===== src/rtl/serial_pkg.sv =====
// serial_pkg: encodings and helpers shared by the UART transmitter and receiver.
package serial_pkg;

  // Frame sequencer states, in the order they occur on the line.
  typedef enum logic [2:0] {
    ST_IDLE   = 3'd0,
    ST_START  = 3'd1,
    ST_DATA   = 3'd2,
    ST_PARITY = 3'd3,
    ST_STOP   = 3'd4
  } state_e;

  // Values accepted by the PARITY parameter.
  localparam int PARITY_NONE = 0;
  localparam int PARITY_EVEN = 1;
  localparam int PARITY_ODD  = 2;

  // Width of a counter that wraps 0..clk_per_bit-1 (never narrower than one bit).
  function automatic int clk_cnt_width(input int clk_per_bit);
    return (clk_per_bit <= 2) ? 1 : $clog2(clk_per_bit);
  endfunction

endpackage


===== src/rtl/serial_baud_tick.sv =====
// serial_baud_tick: free-running bit-period counter. Wraps 0..CLK_PER_BIT-1 and
// pulses tick_o on the last clock of every bit period. restart_i holds the count
// at zero so the next period starts aligned to the cycle restart_i drops.
module serial_baud_tick
  import serial_pkg::*;
#(
  parameter int CLK_PER_BIT = 50
) (
  input  logic clk,
  input  logic rst_n,
  input  logic restart_i,
  output logic tick_o
);

  localparam int            CW   = clk_cnt_width(CLK_PER_BIT);
  localparam logic [CW-1:0] LAST = CW'(CLK_PER_BIT - 1);

  logic [CW-1:0] cnt_q;
  logic [CW-1:0] cnt_d;

  // Next count: clear on restart or at the end of a bit period, otherwise advance.
  always_comb begin
    cnt_d = cnt_q + 1'b1;
    if (restart_i || (cnt_q == LAST)) begin
      cnt_d = '0;
    end
  end

  // Counter register.
  always_ff @(posedge clk or negedge rst_n) begin
    if (!rst_n) begin
      cnt_q <= '0;
    end else begin
      cnt_q <= cnt_d;
    end
  end

  assign tick_o = ~restart_i & (cnt_q == LAST);

endmodule


===== src/rtl/serial_tx.sv =====
// serial_tx: UART transmitter. Accepts one byte per frame over the
// data/new_data/busy handshake and shifts it out LSB-first with a start bit,
// optional parity bit and one or two stop bits. The host can hold off new
// frames with block; a frame already on the line always completes.
module serial_tx
  import serial_pkg::*;
#(
  parameter int CLK_PER_BIT = 50,
  parameter int PARITY      = 0,
  parameter int STOP_BITS   = 1
) (
  input  logic       clk,
  input  logic       rst_n,
  input  logic [7:0] data,
  input  logic       new_data,
  input  logic       block,
  output logic       busy,
  output logic       tx
);

  localparam logic       HAS_PARITY = (PARITY != PARITY_NONE);
  localparam logic       PARITY_INV = (PARITY == PARITY_ODD);
  localparam logic [2:0] LAST_STOP  = 3'(STOP_BITS - 1);

  state_e     state_q, state_d;
  logic [2:0] bit_cnt_q, bit_cnt_d;
  logic [7:0] shift_q, shift_d;
  logic       parity_q, parity_d;
  logic       tx_q, tx_d;
  logic       busy_q, busy_d;
  logic       block_q;
  logic       tick;
  logic       accept;

  // busy is the OR of two registers: the frame-in-progress flag and the
  // registered flow-control input, so block reaches busy one clock later.
  assign busy   = busy_q | block_q;
  assign accept = new_data & ~busy;
  assign tx     = tx_q;

  serial_baud_tick #(
    .CLK_PER_BIT(CLK_PER_BIT)
  ) u_baud (
    .clk      (clk),
    .rst_n    (rst_n),
    .restart_i(state_q == ST_IDLE),
    .tick_o   (tick)
  );

  // Frame sequencing, shift register and the registered tx/busy values.
  always_comb begin
    state_d   = state_q;
    bit_cnt_d = bit_cnt_q;
    shift_d   = shift_q;
    parity_d  = parity_q;

    case (state_q)
      ST_IDLE: begin
        if (accept) begin
          state_d   = ST_START;
          shift_d   = data;
          parity_d  = (^data) ^ PARITY_INV;
          bit_cnt_d = '0;
        end
      end
      ST_START: begin
        if (tick) begin
          state_d = ST_DATA;
        end
      end
      ST_DATA: begin
        if (tick) begin
          shift_d = {1'b0, shift_q[7:1]};
          if (bit_cnt_q == 3'd7) begin
            bit_cnt_d = '0;
            state_d   = HAS_PARITY ? ST_PARITY : ST_STOP;
          end else begin
            bit_cnt_d = bit_cnt_q + 3'd1;
          end
        end
      end
      ST_PARITY: begin
        if (tick) begin
          state_d = ST_STOP;
        end
      end
      ST_STOP: begin
        if (tick) begin
          if (bit_cnt_q == LAST_STOP) begin
            bit_cnt_d = '0;
            state_d   = ST_IDLE;
          end else begin
            bit_cnt_d = bit_cnt_q + 3'd1;
          end
        end
      end
      default: begin
        state_d   = ST_IDLE;
        bit_cnt_d = '0;
      end
    endcase

    // tx and busy are derived from the next state so both registers line up
    // with the state they describe; the start bit appears the clock after accept.
    case (state_d)
      ST_START:  tx_d = 1'b0;
      ST_DATA:   tx_d = shift_d[0];
      ST_PARITY: tx_d = parity_d;
      default:   tx_d = 1'b1;
    endcase
    busy_d = (state_d != ST_IDLE);
  end

  // Control registers: reset drives the line idle-high and reports busy.
  always_ff @(posedge clk or negedge rst_n) begin
    if (!rst_n) begin
      state_q   <= ST_IDLE;
      bit_cnt_q <= '0;
      tx_q      <= 1'b1;
      busy_q    <= 1'b1;
      block_q   <= 1'b1;
    end else begin
      state_q   <= state_d;
      bit_cnt_q <= bit_cnt_d;
      tx_q      <= tx_d;
      busy_q    <= busy_d;
      block_q   <= block;
    end
  end

  // Byte and parity holding registers; only meaningful once a frame is accepted.
  always_ff @(posedge clk) begin
    shift_q  <= shift_d;
    parity_q <= parity_d;
  end

endmodule


===== config.mk =====
export PLATFORM = sky130hd
export DESIGN_NAME = serial_tx
export DESIGN_NICKNAME = d
export VERILOG_FILES = /design/src/rtl/serial_pkg.sv /design/src/rtl/serial_baud_tick.sv /design/src/rtl/serial_tx.sv
export SDC_FILE = /design/constraint.sdc
export NUM_CORES = 1
export LEC_CHECK = 0
export CAP_MARGIN = 5
export CELL_PAD_IN_SITES_DETAIL_PLACEMENT = 2
export CELL_PAD_IN_SITES_GLOBAL_PLACEMENT = 2
export CORE_MARGIN = 1
export CORE_UTILIZATION = 39
export DETAILED_ROUTE_END_ITERATION = 16
export PLACE_DENSITY = 0.87
export RECOVER_POWER = 25
export SETUP_SLACK_MARGIN = 0.2
export SLEW_MARGIN = 5
export SYNTH_ARGS = -nofsm -noshare
export SYNTH_HDL_FRONTEND = slang
export SYNTH_SLANG_ARGS = --single-unit

===== constraint.sdc =====
create_clock -name clk -period 2.77 [get_ports clk]
set_clock_uncertainty 0.05 [all_clocks]
set_input_delay 0.4155 -clock clk [delete_from_list [all_inputs] [get_ports clk]]
set_output_delay 0.4155 -clock clk [all_outputs]
set_load 0.05 [all_outputs]

Yosys cells after proc, flatten, opt, wreduce, memory -nomap -nowiden:

Index checks and enable logic that the tools add are counted.

* add/sub/neg operators: 2
* equal/unequal tests: 12
* muxes and demuxes: 21
* bitwise logic cells: 6
* reduce and logical (&&, ||, !) cells: 9

Operators with widths (count)
* $mux W3: 12
* $mux W8: 2
* $pmux W8 S2: 1
* $pmux W3 S5: 1
* $eq A3 B2 Y1 const B: 4
* $pmux W3 S4: 1
* $reduce_xor A8 Y1: 1
* $add A6 B1 Y6 const B: 1
* $eq A3 B1 Y1 const B: 2
* $eq A3 B3 Y1 const B: 2
* $eq A6 B6 Y1 const B: 1
* $logic_not A3 Y1: 2
* $mux W6: 1
* $ne A2 B2 Y1 const B: 3
* $reduce_and A4 Y1: 1
* $add A3 B1 Y3 const B: 1
* $not A1 Y1: 3
* $pmux W1 S3: 1
* $reduce_and A3 Y1: 1
* $reduce_bool A3 Y1: 1
* $and A1 B1 Y1: 2
* $mux W1: 2
* $reduce_bool A2 Y1: 1
* $reduce_or A2 Y1: 1
* other kinds (2): 2

* flip-flop bits (word level): 24
* output and inout bits: 2

Logic depth before layout (Yosys ltp):

Gate-level depths: netlist of run 1.

* word-level depth: 7
* gate-level depth with buffers: 8
* mapped depth without buffers: 7

Hierarchy:

From an unflattened synthesis of run 1, not the netlist that was laid out.

* cells, all modules: 120
* area total of the unflattened synthesis: 1290.0 um2

By module, submodules not included
* serial_tx: times used 1, cells each 93, area each 1007.2 um2, sequential area each 479.2 um2
* serial_baud_tick: times used 1, cells each 27, area each 282.8 um2, sequential area each 150.1 um2

Worst setup path before layout of run 1:

Ideal clock, no wire load.

* path kind: register -> register
* from: reg u_baud.cnt_q[0]
* to: reg shift_q[1] (enable)
* data arrival time: 1455 ps
* required time: 2442 ps
* slack: 987 ps
* stages on the path, launching flop included: 6
* buffers on the path: 1
* cells stage by stage: dfrtp_1 > ha_1 > and4bb_2 > and3_1 > buf_2 > or2_1

* word-level cells in the longest chain between the ends: 4

Ends and longest elaborated chain
* start: declaration: RTL line serial_baud_tick.sv:18 `logic [CW-1:0] cnt_q;`
* start signal: assignment: RTL line serial_baud_tick.sv:34 `cnt_q <= cnt_d;`
* $eq A6 B6 Y1: RTL line serial_baud_tick.sv:38 `assign tick_o = ~restart_i & (cnt_q == LAST);`
* $and A1 B1 Y1: RTL line serial_baud_tick.sv:38
* $ne A2 B2 Y1 (no source line)
* $reduce_and A3 Y1 (no source line)
* end signal: assignment: RTL line serial_tx.sv:133 `shift_q <= shift_d;`
* end: declaration: RTL line serial_tx.sv:27 `logic [7:0] shift_q, shift_d;`

Every way passes these cells.
A chain may end at the register's enable or synchronous reset.

Worst setup path after layout of run 1:

* from: reg block_q
* to: out busy

* word-level cells in the longest chain between the ends: 1

Ends and longest elaborated chain
* start: declaration: RTL line serial_tx.sv:31 `logic block_q;`
* start signal: assignment: RTL line serial_tx.sv:127 `block_q <= block;`
* $or A1 B1 Y1: RTL line serial_tx.sv:37 `assign busy = busy_q | block_q;`
* end: declaration: RTL line serial_tx.sv:17 `output logic busy,`

Every way passes these cells.

==> flow_metrics.tcl, run 1 <==
set metrics [dict create \
    path_delay_family "buffers and inverters" \
    clock_tree.root_cell "clkbuf_4" \
    core.rowCount 20 \
    die_h_um 59.3 \
    power_density_nw_per_um2 707 \
    final_nets 145 \
    wl_per_cell_um 16.3 \
    status "finished, final reports clean" \
    worstPathRequired_ns 2.30 \
    ys_warn_count 0 \
    initial_core_util 0.415 \
    setup_viol 0 \
    ios 14 \
    final_max_slew_viol_count 0 \
    slowest_stage "clkdlybuf4s50_1" \
    fin_util 0.484 \
    postCtsResizedCells 0 \
    hold_path_class "register to register" \
    ys_types 41 \
    place_hpwl_um 2160 \
    core_area_sq_um 3080 \
    synthesis.area_sq_um 1280 \
    hold_violations 0 \
    vias 900 \
    cts_setup_buffers 0 \
    drc 0 \
    cp_cell_sequence "nor2_1, inv_1, clkdlybuf4s50_1" \
    fp.dieW_um 59.3 \
    synthCells 114 \
    drv_cap 0 \
    first_global_vias 1005 \
    grt_usage 0.186 \
    crit_type "register to output port" \
    antenna_found_initial 0 \
    synthArstFlopShare 0.625 \
    path_buf_inv 2 \
    max-vdd-ir-drop_v 0.000309 \
    grt_overflow 0 \
    whs_ns 0.454 \
    place_ws_ns 0.634 \
    drive_above_1_share 0.157 \
    min_period_ns 2.27 \
    final_cells 171 \
    rsz0062_at_grt "false" \
    max_stage_delay_ns 0.79 \
    clkLatencyLatePin_ns 0.33 \
    area_delta_synth_final_pct 16.5 \
    max_slew_margin 0.535 \
    cp-start-kind "register" \
    cts_buffer_depth 2 \
    fin_crit_sh 0.821 \
    diodes 0 \
    first_iter_violations 22 \
    postSynthAreaPerCell_sq_um 11.2 \
    worst_setup_path_end_kind "output port" \
    postCtsHoldBufs 0 \
    ys_seq_area_frac 0.492 \
    io_buffers 13 \
    path_max_fanout 2 \
    tightest_slew_ns 0.696 \
    cts.sinks 24 \
    fmax_mhz 440 \
    layout_commonest_cell "nor2_1" \
    htree_levels 1 \
    cts_buffers 3 \
    die_area_sq_um 3510 \
    layout.cells.most_common_list "nor2_1, dfrtp_1, clkdlybuf4s50_1" \
    setup_slack_ns 0.497 \
    gp_congestion 0.724 \
    tritoncts "built" \
    grt_pass1_wl_um 4780 \
    ant_nets 0 \
    dominantRegCellSynth "dfrtp_1" \
    totalWireLength_um 2790 \
    synth_nets 131 \
    grt_max_degree 16 \
    via_per_inst 5.26 \
    arrival_ns 1.81 \
    clk_pin_slew_ns 0.15 \
    drtPass1Iterations 4 \
    dp_cells 167 \
    fin_tns_setup_ns 0 \
    ys_ff_latch 24 \
    synth_edf_count 7 \
    p_leak_nw 0.642 \
]
## per-stage QoR
step | area, sq um | power (mW)
3_3_place_gp | 1440 | 0.775
3_5_place_dp | 1440 | 0.805
5_1_grt | 1490 | 1.11
6_report | 1490 | 1.05
2_1_floorplan | 1280 | 0.697
4_1_cts | 1490 | 1.07
## final timing paths
kind                                           startpoint                        end  slack (ns)  cells past startpoint
worst max-delay path                    block_q$_DFF_PN1_                       busy        0.50                      3
worst min-delay path            u_baud.cnt_q[0]$_DFF_PN0_  u_baud.cnt_q[0]$_DFF_PN0_        0.45                      1
worst max register to register       state_q[2]$_DFF_PN0_       shift_q[6]$_DFFE_PP_        0.72                      3
worst min register to register  u_baud.cnt_q[0]$_DFF_PN0_  u_baud.cnt_q[0]$_DFF_PN0_        0.45                      1
max in group asynchronous                           rst_n   bit_cnt_q[2]$_DFFE_PN0P_        1.73                      1
min in group asynchronous                           rst_n       state_q[0]$_DFF_PN0_        0.50                      1
## area by class of cell
class	count	area, sq um
Fill cell	314	1590
Timing Repair Buffer	13	130
Clock buffer	3	22.5
Tap cell	44	55.1
Multi-Input combinational cell	76	586
Inverter	10	37.5
Sequential cell	24	629
Clock inverter	1	30.0
## cell usage after synthesis (all sizes together) (3+ instances only)
master,number,area share
ha,5,0.049
o21ai,3,0.012
xor2,3,0.021
inv,10,0.029
a22o,6,0.043
xnor2,9,0.062
nor2,13,0.038
buf,4,0.021
a31oi,3,0.020
edfxtp,7,0.16
dfrtp,12,0.23
nand2,4,0.018
dfstp,3,0.062
nand3,4,0.016
## metal layers
metal  GRT usage  vias to the layer above  wire [um]
met5           0                        -          0
met4      0.0816                        0         53
met3      0.0197                        5         84
met2       0.319                       17       1440
met1       0.234                      453       1220
li1            -                      425          -
## logic make-up after synthesis
| kind of cell | synth area share |
|---|---|
| buffers and inverters | 0.0499 |
| DFF | 0.492 |
| muxes | 0.0254 |
| AOI/OAI and AO/OA | 0.132 |
| xor gates and xnor gates | 0.0822 |
| and+or+nand+nor | 0.169 |
| adders and majority gates | 0.0489 |
## registers in the layout (all words and copies together) (netlist names)
signal and count:
shift_q 8, u_baud.cnt_q 6, bit_cnt_q 3, state_q 3
block_q 1, busy_q 1, parity_q 1, tx 1
## report_power, final
group / switching [mW] / internal, mW / leakage (nW) / total (mW)
sequential: 0.0573 / 0.439 / 0.273 / 0.496
clock: 0.118 / 0.147 / 0.0279 / 0.264
combinational: 0.168 / 0.125 / 0.341 / 0.293
total: 0.343 / 0.711 / 0.642 / 1.05
(Power assumes the default switching activity.)
==> inputs of run 2 (changes only) <==
CORE_UTILIZATION = 36   (was 39)
PLACE_DENSITY = 0.82   (was 0.87)
clock period = 2.2 ns   (was 2.77 ns; I/O delays follow)
==> run 2 against run 1 <==
Routed wire length up 6.9%. Sequential share of layout area did not move. Total power is 13% higher. Combinational power increased by 23%. Via count fell by 1.2%. Hold slack got worse by 0.021 ns. Die area rose by 8.1%. Core utilization down 4.1 points. Setup slack lost 0.22 ns. Critical path depth increased by 4. Critical endpoint is now bit_cnt_q[0]$_DFFE_PN0P_.
==> flow_metrics.tcl, run 2 (synthesis results as in run 1) <==
set metrics [dict create \
    die_area_sq_um 3790 \
    top_regs "shift_q x8, u_baud.cnt_q x6" \
    grt_usage 0.177 \
    drtPass1Iterations 2 \
    dpl_cell_area_sq_um 1460 \
    whs_ns 0.433 \
    final_max_slew_viol_count 0 \
    tightest_slew_ns 0.709 \
    layout_commonest_cell "nor2_1" \
    htree_levels 1 \
    power_density_nw_per_um2 800 \
    fp.dieW_um 61.6 \
    setup_viol 0 \
    drc 0 \
    design_area_sq_um 1490 \
    clock_tree.root_cell "clkbuf_4" \
    cts.sinks 24 \
    ios 14 \
    r2r_start "u_baud.cnt_q[1]$_DFF_PN0_" \
    first_global_vias 1014 \
    place_hpwl_um 2370 \
    setup_slack_ns 0.273 \
    rrSetupSlack_ns 0.27 \
    drive_above_1_share 0.185 \
    vias 889 \
    max_stage_delay_ns 0.42 \
    io_buffers 13 \
    max-vdd-ir-drop_v 0.000256 \
    grt_pass1_wl_um 4620 \
    regMostFlops "shift_q" \
    rr_endpoint "bit_cnt_q[0]$_DFFE_PN0P_" \
    p_leak_nw 0.647 \
    cp_cell_sequence "inv_1, ha_1, and4bb_2, nand2_4, a31oi_1, o22ai_2, mux2_1" \
    worstPathRequired_ns 2.36 \
    first_iter_violations 16 \
    area_delta_synth_final_pct 16.5 \
    initial_core_util 0.380 \
    hold_violations 0 \
    grt_overflow 0 \
    via_per_inst 5.05 \
    gp_congestion 0.734 \
    cp-start-kind "register" \
    fin_util 0.443 \
    slowest_stage "dfrtp_1" \
    arrival_ns 2.09 \
    die_h_um 61.6 \
    worst_setup_path_end_kind "register" \
    cts_buffer_depth 2 \
    ant_nets 0 \
    diodes 0 \
    cts_buffers 3 \
    grt_max_degree 16 \
    layout.cells.most_common_list "nor2_1, dfrtp_1, inv_1, xnor2_1, clkdlybuf4s50_1" \
    clkLatencyLatePin_ns 0.32 \
    totalWireLength_um 2990 \
    place_ws_ns 0.174 \
    final_nets 148 \
    max_slew_margin 0.526 \
    rsz0062_at_grt "false" \
    fin_crit_sh 0.876 \
    fin_tns_setup_ns 0 \
    tritoncts "built" \
    core.rowCount 21 \
    clk_pin_slew_ns 0.13 \
    status "finished, final reports clean" \
    drv_cap 0 \
    wl_per_cell_um 17.0 \
    hold_path_class "primary input to asynchronous set/reset pin" \
    antenna_found_initial 0 \
    ff2ff_path_depth 7 \
    fmax_mhz 519 \
    crit_type "register to register" \
    core_area_sq_um 3360 \
    largest_reg_flops 8 \
    path_max_fanout 6 \
    min_period_ns 1.93 \
]
[run 2: cell count changes in the layout (fill, tap and decap cells not counted)]
cell,before,now
bufinv_16,1,0
clkdlybuf4s50_1,11,9
clkinv_1,0,1
dlygate4sd2_1,0,2
buf_4,0,3
and3_1,1,0
and3_2,1,2
or2_4,0,1
or2_1,1,0
[run 2: layout make-up]
cell class | instances | area [sq um]
Clock inverter | 1 | 3.75
Clock buffer | 3 | 22.5
Fill cell | 378 | 1870
Multi-Input combinational cell | 76 | 589
Sequential cell | 24 | 629
Tap cell | 46 | 57.6
Inverter | 10 | 37.5
Timing Repair Buffer | 16 | 150
[run 2: stage by stage]
step	total power, mW	instances
6_report	1.19	176
5_1_grt	1.27	176
3_3_place_gp	0.981	172
3_5_place_dp	1.02	172
2_1_floorplan	0.878	114
4_1_cts	1.22	176
[run 2: worst max path at each step]
stage	slack [ns]	from	endpoint
detailed placement	0.17	new_data	bit_cnt_q[0]$_DFFE_PN0P_
finish	0.27	u_baud.cnt_q[1]$_DFF_PN0_	bit_cnt_q[0]$_DFFE_PN0P_
floorplan	0.42	u_baud.cnt_q[0]$_DFF_PN0_	shift_q[1]$_DFFE_PP_
CTS	0.26	u_baud.cnt_q[1]$_DFF_PN0_	bit_cnt_q[0]$_DFFE_PN0P_
global route	0.20	u_baud.cnt_q[1]$_DFF_PN0_	bit_cnt_q[0]$_DFFE_PN0P_
global placement	0.26	new_data	shift_q[7]$_DFFE_PP_
[run 2: report_power, final]
group	switching, mW	total, mW	internal, mW	leakage, nW
combinational	0.210	0.360	0.150	0.359
clock	0.134	0.201	0.0665	0.0154
sequential	0.0776	0.631	0.553	0.273
total	0.422	1.19	0.770	0.647
[run 2: timing repair]
| action | 4_1_cts | 5_1_grt |
|---|---|---|
| endpoints found under the setup margin | 9 | 1 |
| hold buffers | 0 | 0 |
| gates resized for setup | 3 | 1 |
| buffers inserted | 0 | 0 |
[run 2: critical path: cells and delay by family, from the launching register on]
family                     cells  cell delay, ns
muxes                          1            0.33
adders and majority gates      1            0.18
buffers and inverters          1            0.07
DFF                            1            0.42
AOI/OAI and AO/OA              2            0.39
and+or+nand+nor                2            0.38
[run 2: metal layers]
layer,GRT usage,vias to the layer above,wire [um]
li1,-,429,-
met1,0.184,436,1250
met2,0.335,15,1590
met3,0.0294,9,65
met4,0.0952,0,79
met5,0,-,0
==> inputs of run 3 (changes only) <==
CORE_UTILIZATION = 38   (was 36)
CTS_BUF_LIST = sky130_fd_sc_hd__clkbuf_4 sky130_fd_sc_hd__clkbuf_8   (was not set)
PLACE_DENSITY = 0.86   (was 0.82)
==> run 3 against run 2 <==
Sequential share of layout area shrank 0.46 points. Final cell count is 1.1% lower. Critical path type unchanged. Global-route usage is 2.4 points higher. Core utilization grew 3.9 points. Clock-buffer cell count increased by 1. Non-clock buffer count unchanged. Clock power grew 22%. Register-to-register slack lost 0.03 ns. Via count is 3.7% higher. Critical path depth fell by 2. Total power up 5.1%. Combinational power rose by 5%.
==> flow_metrics.tcl, run 3 (synthesis results as in run 1) <==
set metrics [dict create \
    status "finished, final reports clean" \
    setup_slack_ns 0.246 \
    layout.cells.most_common_list "nor2_1, dfrtp_1, inv_1, xnor2_1, clkdlybuf4s50_1" \
    die_area_sq_um 3600 \
    final_cells 174 \
    cp-start-kind "register" \
    worstPathRequired_ns 2.20 \
    design_area_sq_um 1510 \
    cts.sinks 24 \
    largest_reg_flops 8 \
    first_iter_violations 29 \
    worstSetupStartpoint "u_baud.cnt_q[1]$_DFF_PN0_" \
    rrSetupSlack_ns 0.25 \
    arrival_ns 1.96 \
    cts_setup_buffers 0 \
    core.rowCount 20 \
    crit_type "register to register" \
    place_ws_ns 0.132 \
    ios 14 \
    max-vdd-ir-drop_v 0.000439 \
    regMostFlops "shift_q" \
    fp.dieW_um 60.0 \
    path_max_fanout 8 \
    max_slew_margin 0.498 \
    setup_viol 0 \
    wl_per_cell_um 18.1 \
    clock_tree.root_cell "clkbuf_4" \
    final_max_slew_viol_count 0 \
    drive_above_1_share 0.185 \
    p_leak_nw 0.655 \
    cts_buffer_depth 2 \
    power_density_nw_per_um2 831 \
    die_h_um 60.0 \
    fin_crit_sh 0.888 \
    dpl_cell_area_sq_um 1460 \
    whs_ns 0.442 \
    first_global_vias 986 \
    rsz0062_at_grt "false" \
    grt_usage 0.201 \
    fin_util 0.482 \
    endpoint "shift_q[5]$_DFFE_PP_" \
    drv_cap 0 \
    tightest_slew_ns 0.750 \
    min_period_ns 1.95 \
    fin_tns_setup_ns 0 \
    r2r_start "u_baud.cnt_q[1]$_DFF_PN0_" \
    area_delta_synth_final_pct 17.8 \
    rr_endpoint "shift_q[5]$_DFFE_PP_" \
    clkLatencyLatePin_ns 0.33 \
    grt_overflow 0 \
    postCtsHoldBufs 0 \
    vias 922 \
    gp_congestion 0.751 \
    ant_nets 0 \
    final_nets 148 \
    ff2ff_path_depth 5 \
    io_buffers 13 \
    p_total_mw 1.25 \
    diodes 0 \
    grt_pass1_wl_um 5010 \
    top_regs "shift_q x8, u_baud.cnt_q x6" \
    worst_setup_path_end_kind "register" \
    cts_buffers 3 \
    place_hpwl_um 2270 \
    drc 0 \
    hold_violations 0 \
    totalWireLength_um 3150 \
    grt_max_degree 16 \
    tritoncts "built" \
    dp_cells 170 \
    fmax_mhz 512 \
    htree_levels 1 \
    antenna_found_initial 0 \
    core_area_sq_um 3130 \
    initial_core_util 0.409 \
    drtPass1Iterations 4 \
    clk_pin_slew_ns 0.14 \
    layout_commonest_cell "nor2_1" \
    via_per_inst 5.30 \
    hold_path_class "primary input to asynchronous set/reset pin" \
]
run 3: area by class of cell:
type / count / area, sq um
Fill cell: 337 / 1620
Clock buffer: 4 / 36.3
Inverter: 10 / 37.5
Tap cell: 44 / 55.1
Timing Repair Buffer: 16 / 150
Multi-Input combinational cell: 76 / 598
Sequential cell: 24 / 629
run 3: worst min-delay path by stage:
stage,start,endpoint,slack (ns),cells past startpoint
floorplan,rst_n,bit_cnt_q[0]$_DFFE_PN0P_,-0.02,0
CTS,block,block_q$_DFF_PN1_,0.37,1
detailed placement,parity_q$_DFF_P_,parity_q$_DFF_P_,0.43,2
finish,rst_n,u_baud.cnt_q[5]$_DFF_PN0_,0.44,1
global route,rst_n,u_baud.cnt_q[5]$_DFF_PN0_,0.46,1
global placement,parity_q$_DFF_P_,parity_q$_DFF_P_,0.42,2
run 3: metal layers:
layer  track usage  vias up  share of wire
met3        0.0325        5          0.019
met5             0        -              0
li1              -      430              -
met2         0.365       11           0.55
met1         0.238      476           0.42
met4        0.0698        0          0.013
run 3: worst max-delay path: stages (launching register included):
cell and delay [ns]:
dfrtp_1 0.42, inv_1 0.06, ha_1 0.18, and4bb_2 0.30
and3_1 0.41, or2_4 0.25
run 3: what timing repair did:
| item | in CTS | in global routing |
|---|---|---|
| pin swaps | 0 | 0 |
| setup endpoints to repair | 9 | 1 |
| resized for setup | 3 | 1 |
run 3: power by group:
group          switching (mW)  leakage, nW  internal [mW]
Clock                   0.144       0.0210          0.101
Sequential             0.0750        0.273          0.553
Combinational           0.221        0.361          0.158
